<file path="src/rtl/axi_ic_pkg.sv">
// Shared definitions for the 4-master AXI interconnect arbiters.
// Provides the FSM state encoding, master count and one-hot grant type.
package axi_ic_pkg;

    localparam int NUM_MASTERS = 4;
    localparam int GRANT_W     = NUM_MASTERS;

    typedef logic [GRANT_W-1:0] grant_t;
    typedef logic [1:0]         state_t;

    localparam state_t ST_IDLE = 2'd0;
    localparam state_t ST_ADDR = 2'd1;
    localparam state_t ST_DATA = 2'd2;

    // Round-robin pointer advance: the slot after the last winner, wrapping 3->0.
    function automatic logic [1:0] ptr_next(input logic [1:0] idx);
        return idx + 2'd1;
    endfunction

endpackage

</file>
<file path="src/rtl/rr_pick4.sv">
// Combinational 4-way round-robin picker, searching upward from ptr.
// With AXI_ARB_QOS_EN defined, only the highest-QoS requesters are candidates.
module rr_pick4
    import axi_ic_pkg::*;
(
    input  logic [NUM_MASTERS-1:0] req,
    input  logic [1:0]             ptr,
`ifdef AXI_ARB_QOS_EN
    input  logic [15:0]            qos,
`endif
    output logic [NUM_MASTERS-1:0] gnt,
    output logic [1:0]             idx
);

    logic [NUM_MASTERS-1:0] cand;
    logic [1:0]             slot;
    logic                   found;

`ifdef AXI_ARB_QOS_EN
    logic [3:0] max_qos;

    always_comb begin
        max_qos = '0;
        for (int i = 0; i < NUM_MASTERS; i++) begin
            if (req[i] && (qos[4*i +: 4] > max_qos)) max_qos = qos[4*i +: 4];
        end
        cand = '0;
        for (int i = 0; i < NUM_MASTERS; i++) begin
            cand[i] = req[i] && (qos[4*i +: 4] == max_qos);
        end
    end
`else
    assign cand = req;
`endif

    // NOTE: every output gets a default before the search loop so no path leaves it unassigned (no latch).
    always_comb begin
        gnt   = '0;
        idx   = '0;
        found = 1'b0;
        slot  = '0;
        for (int i = 0; i < NUM_MASTERS; i++) begin
            slot = ptr + i[1:0];
            if (!found && cand[slot]) begin
                gnt[slot] = 1'b1;
                idx       = slot;
                found     = 1'b1;
            end
        end
    end

endmodule

</file>
<file path="src/rtl/axi_arbiter_r.sv">
// Read-path round-robin arbiter: grant held from AR handshake to the last R beat.
// Optional QoS-priority arbitration is enabled by defining AXI_ARB_QOS_EN.
module axi_arbiter_r
    import axi_ic_pkg::*;
#(
    parameter int ID_WIDTH  = 8,
    parameter int CNT_WIDTH = 9
) (
    input  logic       ACLK,
    input  logic       ARESETn,
    input  logic       m0_ARVALID,
    input  logic       m1_ARVALID,
    input  logic       m2_ARVALID,
    input  logic       m3_ARVALID,
    input  logic [7:0] m0_ARLEN,
    input  logic [7:0] m1_ARLEN,
    input  logic [7:0] m2_ARLEN,
    input  logic [7:0] m3_ARLEN,
`ifdef AXI_ARB_QOS_EN
    input  logic [3:0] m0_ARQOS,
    input  logic [3:0] m1_ARQOS,
    input  logic [3:0] m2_ARQOS,
    input  logic [3:0] m3_ARQOS,
`endif
    input  logic       m_ARREADY,
    input  logic       m_RVALID,
    input  logic       m_RLAST,
    input  logic       s_RREADY,
    output logic       m0_rgrnt,
    output logic       m1_rgrnt,
    output logic       m2_rgrnt,
    output logic       m3_rgrnt,
    output logic       rd_busy,
    output logic       r_len_err
);

    localparam logic [CNT_WIDTH-1:0] CNT_ONE = 1;
    localparam logic [CNT_WIDTH:0]   EXT_ONE = 1;

    state_t                 state_q, state_d;
    grant_t                 gnt_q;
    logic [1:0]             win_q;
    logic [1:0]             rr_ptr;
    logic [7:0]             len_q;
    logic [CNT_WIDTH-1:0]   beat_cnt;
    logic                   len_err_q;

    logic [NUM_MASTERS-1:0] arvalid;
    logic [NUM_MASTERS-1:0] pick_gnt;
    logic [1:0]             pick_idx;
    logic [7:0]             len_sel;
    logic                   any_req;
    logic                   ar_hs;
    logic                   r_beat;
    logic [CNT_WIDTH:0]     beats_seen;
    logic [CNT_WIDTH:0]     beats_exp;

    assign arvalid = {m3_ARVALID, m2_ARVALID, m1_ARVALID, m0_ARVALID};
    assign any_req = |arvalid;
    assign ar_hs   = (|(gnt_q & arvalid)) && m_ARREADY;
    assign r_beat  = m_RVALID && s_RREADY;

    // Compared one bit wider so a saturated counter cannot alias a legal length.
    assign beats_seen = {1'b0, beat_cnt} + EXT_ONE;
    assign beats_exp  = {{(CNT_WIDTH-7){1'b0}}, len_q} + EXT_ONE;

    rr_pick4 u_pick (
        .req (arvalid),
        .ptr (rr_ptr),
`ifdef AXI_ARB_QOS_EN
        .qos ({m3_ARQOS, m2_ARQOS, m1_ARQOS, m0_ARQOS}),
`endif
        .gnt (pick_gnt),
        .idx (pick_idx)
    );

    always_comb begin
        case (pick_idx)
            2'd0:    len_sel = m0_ARLEN;
            2'd1:    len_sel = m1_ARLEN;
            2'd2:    len_sel = m2_ARLEN;
            default: len_sel = m3_ARLEN;
        endcase
    end

    // NOTE: sequential state uses non-blocking assignments so every register samples pre-edge values.
    always_ff @(posedge ACLK or negedge ARESETn) begin
        if (!ARESETn) state_q <= ST_IDLE;
        else          state_q <= state_d;
    end

    always_comb begin
        state_d = state_q;
        case (state_q)
            ST_IDLE: if (any_req)           state_d = ST_ADDR;
            ST_ADDR: if (ar_hs)             state_d = ST_DATA;
            ST_DATA: if (r_beat && m_RLAST) state_d = ST_IDLE;
            default:                        state_d = ST_IDLE;
        endcase
    end

    always_comb begin
        rd_busy   = (state_q == ST_ADDR) || (state_q == ST_DATA);
        r_len_err = len_err_q;
        {m3_rgrnt, m2_rgrnt, m1_rgrnt, m0_rgrnt} = gnt_q;
    end

    always_ff @(posedge ACLK or negedge ARESETn) begin
        if (!ARESETn) begin
            gnt_q     <= '0;
            win_q     <= '0;
            rr_ptr    <= '0;
            len_q     <= '0;
            beat_cnt  <= '0;
            len_err_q <= 1'b0;
        end else begin
            len_err_q <= 1'b0;
            case (state_q)
                ST_IDLE: begin
                    if (any_req) begin
                        gnt_q <= pick_gnt;
                        win_q <= pick_idx;
                        len_q <= len_sel;
                    end
                end
                ST_ADDR: begin
                    if (ar_hs) beat_cnt <= '0;
                end
                ST_DATA: begin
                    if (r_beat) begin
                        if (beat_cnt != '1) beat_cnt <= beat_cnt + CNT_ONE;
                        // Grants drop with the last beat, forcing an all-zero IDLE cycle.
                        if (m_RLAST) begin
                            gnt_q     <= '0;
                            rr_ptr    <= ptr_next(win_q);
                            len_err_q <= (beats_seen != beats_exp);
                        end
                    end
                end
                default: ;
            endcase
        end
    end

endmodule

</file>
<file path="config.mk">
export PLATFORM = sky130hd
export DESIGN_NAME = axi_arbiter_r
export DESIGN_NICKNAME = d
export VERILOG_FILES = /design/src/rtl/axi_ic_pkg.sv /design/src/rtl/rr_pick4.sv /design/src/rtl/axi_arbiter_r.sv
export SDC_FILE = /design/constraint.sdc
export NUM_CORES = 1
export LEC_CHECK = 0
export ABC_AREA = 0
export BUFFER_PORTS_ARGS = -buffer_cell sky130_fd_sc_hd__buf_2
export CAP_MARGIN = 10
export CELL_PAD_IN_SITES_DETAIL_PLACEMENT = 1
export CELL_PAD_IN_SITES_GLOBAL_PLACEMENT = 1
export CORE_MARGIN = 2
export CORE_UTILIZATION = 39
export CTS_BUF_LIST = sky130_fd_sc_hd__clkbuf_2
export DETAILED_ROUTE_END_ITERATION = 6
export GPL_ROUTABILITY_DRIVEN = 0
export PLACE_DENSITY = 0.8
export RECOVER_POWER = 25
export SLEW_MARGIN = 20
export SYNTH_ARGS = -nofsm -noshare
export SYNTH_HDL_FRONTEND = slang
export SYNTH_SLANG_ARGS = --single-unit
</file>
<file path="constraint.sdc">
create_clock -name ACLK -period 2.4 [get_ports ACLK]
set_input_delay 0.24 -clock ACLK [delete_from_list [all_inputs] [get_ports ACLK]]
set_output_delay 0.24 -clock ACLK [all_outputs]
set_load 0.01 [all_outputs]
</file>
== After elaboration in Yosys (flattened, before gate mapping) ==
Cells that the tools add are included.

* Input port bits: 42
* Flip-flop bits (word level): 28

* $add $sub $neg: 7
* Equal/unequal tests: 12
* Bitwise gates (word level): 4
* Reductions and logical operators: 25
* Magnitude comparators: 8
* Mux-type cells: 43

{| class="wikitable"
|+ Operators with widths
! kind !! count
|-
| 4-bit 2-to-1 mux || 7
|-
| 9-bit 2-to-1 mux || 3
|-
| 8-bit case mux with 3 select lines || 1
|-
| 9-bit case mux with 2 select lines || 1
|-
| 1-bit 2-to-1 mux || 14
|-
| 2-bit 2-to-1 mux || 7
|-
| 2-bit by 3-bit less-than comparator with 1-bit output, second input constant || 4
|-
| 4-bit bitwise OR || 3
|-
| 9-bit by 1-bit adder with 10-bit output, second input constant || 1
|-
| 1-bit logical AND || 10
|-
| 10-bit by 9-bit inequality test with 1-bit output || 1
|-
| 2-bit inequality test, second input constant || 5
|-
| 8-bit by 1-bit adder with 9-bit output, second input constant || 1
|-
| 9-bit by 1-bit adder with 9-bit output, second input constant || 1
|-
| 9-bit inequality test, second input constant || 1
|-
| 1-bit binary-select mux with 2-bit select || 4
|-
| 1-bit demux with 2-bit select || 4
|-
| 2-bit by 1-bit greater-or-equal comparator with 1-bit output, second input constant || 4
|-
| 4-bit case mux with 2 select lines || 1
|-
| 4-bit AND reduction || 2
|-
| 4-bit OR reduction || 2
|-
| 2-bit case mux with 3 select lines || 1
|-
| 3-bit AND reduction || 2
|-
| 2-bit by 1-bit adder with 2-bit output, second input constant || 2
|-
| 10 further kinds || 17
|}

== Logic depth before layout (Yosys ltp) ==
* Depth after elaboration: 14
* Mapped depth: 11
* Gate-level depth less buffers: 10

== By module ==
From an unflattened synthesis, not the netlist that was laid out.

* Cells, all modules: 229
* Area total of the unflattened synthesis: 2358.5 sq um

{| class="wikitable"
|+ Modules (own cells, without submodules)
! module !! sequential area each (sq um) !! cells an instance !! area an instance (sq um) !! times used
|-
| axi_arbiter_r || 700.7 || 181 || 1919.3 || 1
|-
| rr_pick4 || 0.0 || 48 || 439.2 || 1
|}

== Worst setup path after synthesis ==
OpenSTA, ideal clock, no wires.

* Path kind: register -> register
* Start point: register rr_ptr[0]
* End point: register gnt_q[0]
* Setup slack: -97 ps
* Stages on the path, launching flop included: 11
* Library setup time: 121 ps
* Data required time: 2279 ps
* Arrival time: 2376 ps
* Path through: dfrtp_1 buf_6 buf_2 inv_1 ha_1 buf_2 mux4_2 nand2b_1 o21ai_0 a221o_1 a22o_1

* Longest elaborated chain between the ends: 14
* Elaborated cells on any way between the ends: 49

{| class="wikitable"
|+ RTL lines
! item !! line !! source
|-
| from (decl) || axi_arbiter_r.sv:43 || <nowiki>logic [1:0] rr_ptr;</nowiki>
|-
| from (signal assigned) || axi_arbiter_r.sv:135 || <nowiki>rr_ptr <= ptr_next(win_q);</nowiki>
|-
| parallel branches: the longest is 11 deep, another holds 2-bit by 3-bit less-than comparator with 1-bit output || - ||
|-
| 4-bit 2-to-1 mux * || rr_pick4.sv:44 || <nowiki>if (!found && cand[slot]) begin</nowiki>
|-
| 4-bit 2-to-1 mux * || axi_arbiter_r.sv:120 || <nowiki>if (any_req) begin</nowiki>
|-
| 4-bit case mux with 2 select lines * || axi_arbiter_r.sv:118 || <nowiki>case (state_q)</nowiki>
|-
| to (signal assigned) || axi_arbiter_r.sv:121 || <nowiki>gnt_q <= pick_gnt;</nowiki>
|-
| to (decl) || axi_arbiter_r.sv:41 || <nowiki>grant_t gnt_q;</nowiki>
|}

Mark *: on every way between the ends. The select of a mux whose other input is x is not followed.
A chain may end at the register's enable or synchronous reset.

== Worst setup path after layout ==
* Start point: register rr_ptr[0]
* End point: register gnt_q[1]

Same word-level chain as after synthesis.

==> flow_summary.toml <==
[drt]
wl_um = 5840
post_drt_wl_per_cell_um = 14.7
routed_via_density = 5.48
ant_nets = 0
drtIter0Drc = 70
drc = 0
dr_total_vias = 2183
firstDrtPassIters = 4

[finish]
multiInputGateArea_um2 = 1550
drive_above_1_share = 0.196
layout_common_cells = "buf_2 (46), dfrtp_1 (28), nand2_1 (27)"
fin_nets = 378
syn_to_final_growth_pct = 15.1
final_common_cell = "buf_2"
register_area_um2 = 701
fillCellCount = 729
utilization = 0.464

[cts]
cts-root-buf = "clkbuf_2"
cts_tree = "yes"
htreeDepth = 1
clockBufferDepth = 2
cts_sinks = 28
cts_buffers = 3
path_clk_slew_ns = 0.26
clock_latency_ns = 0.38

[grt]
grt_usage = 0.185
grt_max_degree = 29
antenna_found_initial = 1
use_met1 = 0.257
met3_usage = 0.00978
met2_usage = 0.306
grt_overflow = 0
grt_pass1_wl_um = 9860
grt_pass1_vias = 2165
busiest_layer = "met2"

[power]
finalPower_uw = 765
leakagePower_uw = 0.00132
power.density_nw_per_um2 = 278
power_frac_seq = 0.619
peakVddDrop_mv = 0.145
p_switching_uw = 204
p_comb_frac = 0.147
p_int_uw = 561
p_clk_frac = 0.234
power_switching_share = 0.267

[critical_path]
critPathMaxStageDelay_ns = 0.57
crit_buf_inv = 1
cp-end-kind = "flop"
cp.required_ns = 2.71
start_kind = "flop"
reg2reg_from = "rr_ptr[0]"
crit_path_top_delay_cell = "mux4_2"
crit_type = "reg2reg"
path_delay_family = "multiplexers"
path_max_fanout = 7
setup.worst_path.start = "rr_ptr[0]"
worst_ep_arrival_time_ns = 2.56
worstPathCellList = "inv_1, ha_1, mux4_2, nand2b_1, o21ai_0, a221o_1, a22o_1"

[logic_synthesis]
syn_avg_cell_area_um2 = 8.63
synth-edff-count = 0
yosys_warnings = 0
syn_inst = 277
synth.area.top_cells = "dfrtp_1 (29%), ha_1 (6.8%), mux2i_1 (6.3%)"
syn_area_um2 = 2390
synth_flop_cell = "dfrtp_1"
synth_seq_cells = 28
yosysSeqAreaShare = 0.293
synth_top_cell_area_share = 0.293
ys_types = 50
async_flop_share = 1.00
syn-num-nets = 332
yosys.area.top_type = "dfrtp_1"

[sta]
maxSlewHeadroom = -0.00767
period_share = 0.938
finalSetupViolations = 0
fin_setup_tns_ns = 0
slew_violations = 29
min_period_ns = 2.25
fin_skew_ns = 0.0114
finalHoldViolCount = 0
worst_pin_slew_ns = 1.51
rsz0062_at_grt = "false"
setup_ws_ns = 0.150
fmax_ghz = 0.444

[floorplan]
dieWidth_um = 82.3
core_region_area_um2 = 5920
pin_count = 48
start_util = 0.404
dieArea_um2 = 6770
die_h_um = 82.3
rows = 28

[status]
violations = "capacitance limit, slew limit"
status = "finished with violations"

[place]
hpwl_um = 4650
numPortBuffers = 47
dp_slack_ns = 0.149

[worst_hold_path]
min_from = "m2_ARLEN[1]"
hp-class = "in2reg"

[job]
cap_violations = 1
cell families (layout without fill, tap and decap cells):
kind of cell | Yosys count | in the layout | share of synthesized area
fa+ha+maj | 13 | 13 | 0.0681
xor+xnor | 18 | 18 | 0.0660
buf+inv | 29 | 74 | 0.0592
flops | 28 | 28 | 0.293
compound gates | 80 | 80 | 0.248
other cells | 0 | 1 | 0
mux | 17 | 17 | 0.0780
simple gates | 92 | 92 | 0.188
power groups by stage:
stage	Combinational, µW	Clock [µW]	Sequential, µW
5_1_grt	125	204	474
4_1_cts	114	189	473
3_5_place_dp	112	0	481
6_report	112	179	473
2_1_floorplan	59.2	0	481
3_3_place_gp	110	0	481
final cells by class:
class | count | area share
antenna | 1 | 0.000910
clock buffer | 3 | 0.00546
clock inverter | 1 | 0.00136
inverter | 14 | 0.0191
multi-input combinational | 220 | 0.565
sequential | 28 | 0.255
tap | 75 | 0.0341
timing repair buffer | 56 | 0.120
registers in the layout, indices dropped and copies added, names as in the netlist:
signal     cells
beat_cnt       9
rr_ptr         2
len_q          8
state_q        2
r_len_err      1
gnt_q          4
win_q          2
worst min-delay path, delay by kind of cell:
family	cells	cell delay, ns
buf+inv	1	0.08
compound gates	2	0.18
per-stage QoR:
step | cell area (µm²) | hold slack (ns) | std cells
final | 2750 | 0.127 | 398
after global routing | 2750 | 0.109 | 398
after CTS | 2740 | 0.111 | 397
after detailed placement | 2720 | 0.305 | 392
after global placement | 2720 | 0.301 | 392
after floorplan | 2400 | -0.0556 | 277
repair_timing:
item                       in CTS  in global routing
setup endpoints to repair       0                  4
hold buffers                    1                  0
hold endpoints to repair       28                  0
setup buffers                   0                  0
resized for setup               0                  1
metal layers:
metal | vias to the layer above | wire, µm
li1 | 1094 | -
met1 | 1039 | 2860
met2 | 45 | 2730
met3 | 5 | 176
met4 | 0 | 84
met5 | - | 0
synth_stat cells, types with 6 or more instances:
cell,count
nor3_1,8
ha_1,13
a22o_1,10
nand3_1,6
nor2b_1,7
nand2_1,27
dfrtp_1,28
o21ai_0,20
inv_1,14
nand4_1,6
mux2i_1,15
a211oi_1,9
a21boi_1,8
nor2_1,21
xnor2_1,13
clkbuf_1,6
a31oi_1,7
worst paths after layout:
check	depth (start not counted)	slack, ns	to
min in group asynchronous	2	0.71	win_q[0]
max in group asynchronous	2	0.83	rr_ptr[1]
worst max register to register	7	0.15	gnt_q[1]
worst max-delay path	7	0.15	gnt_q[1]
worst min register to register	1	0.55	rr_ptr[0]
worst min-delay path	3	0.13	len_q[1]
Note: power is estimated with default switching activity, not from simulation.
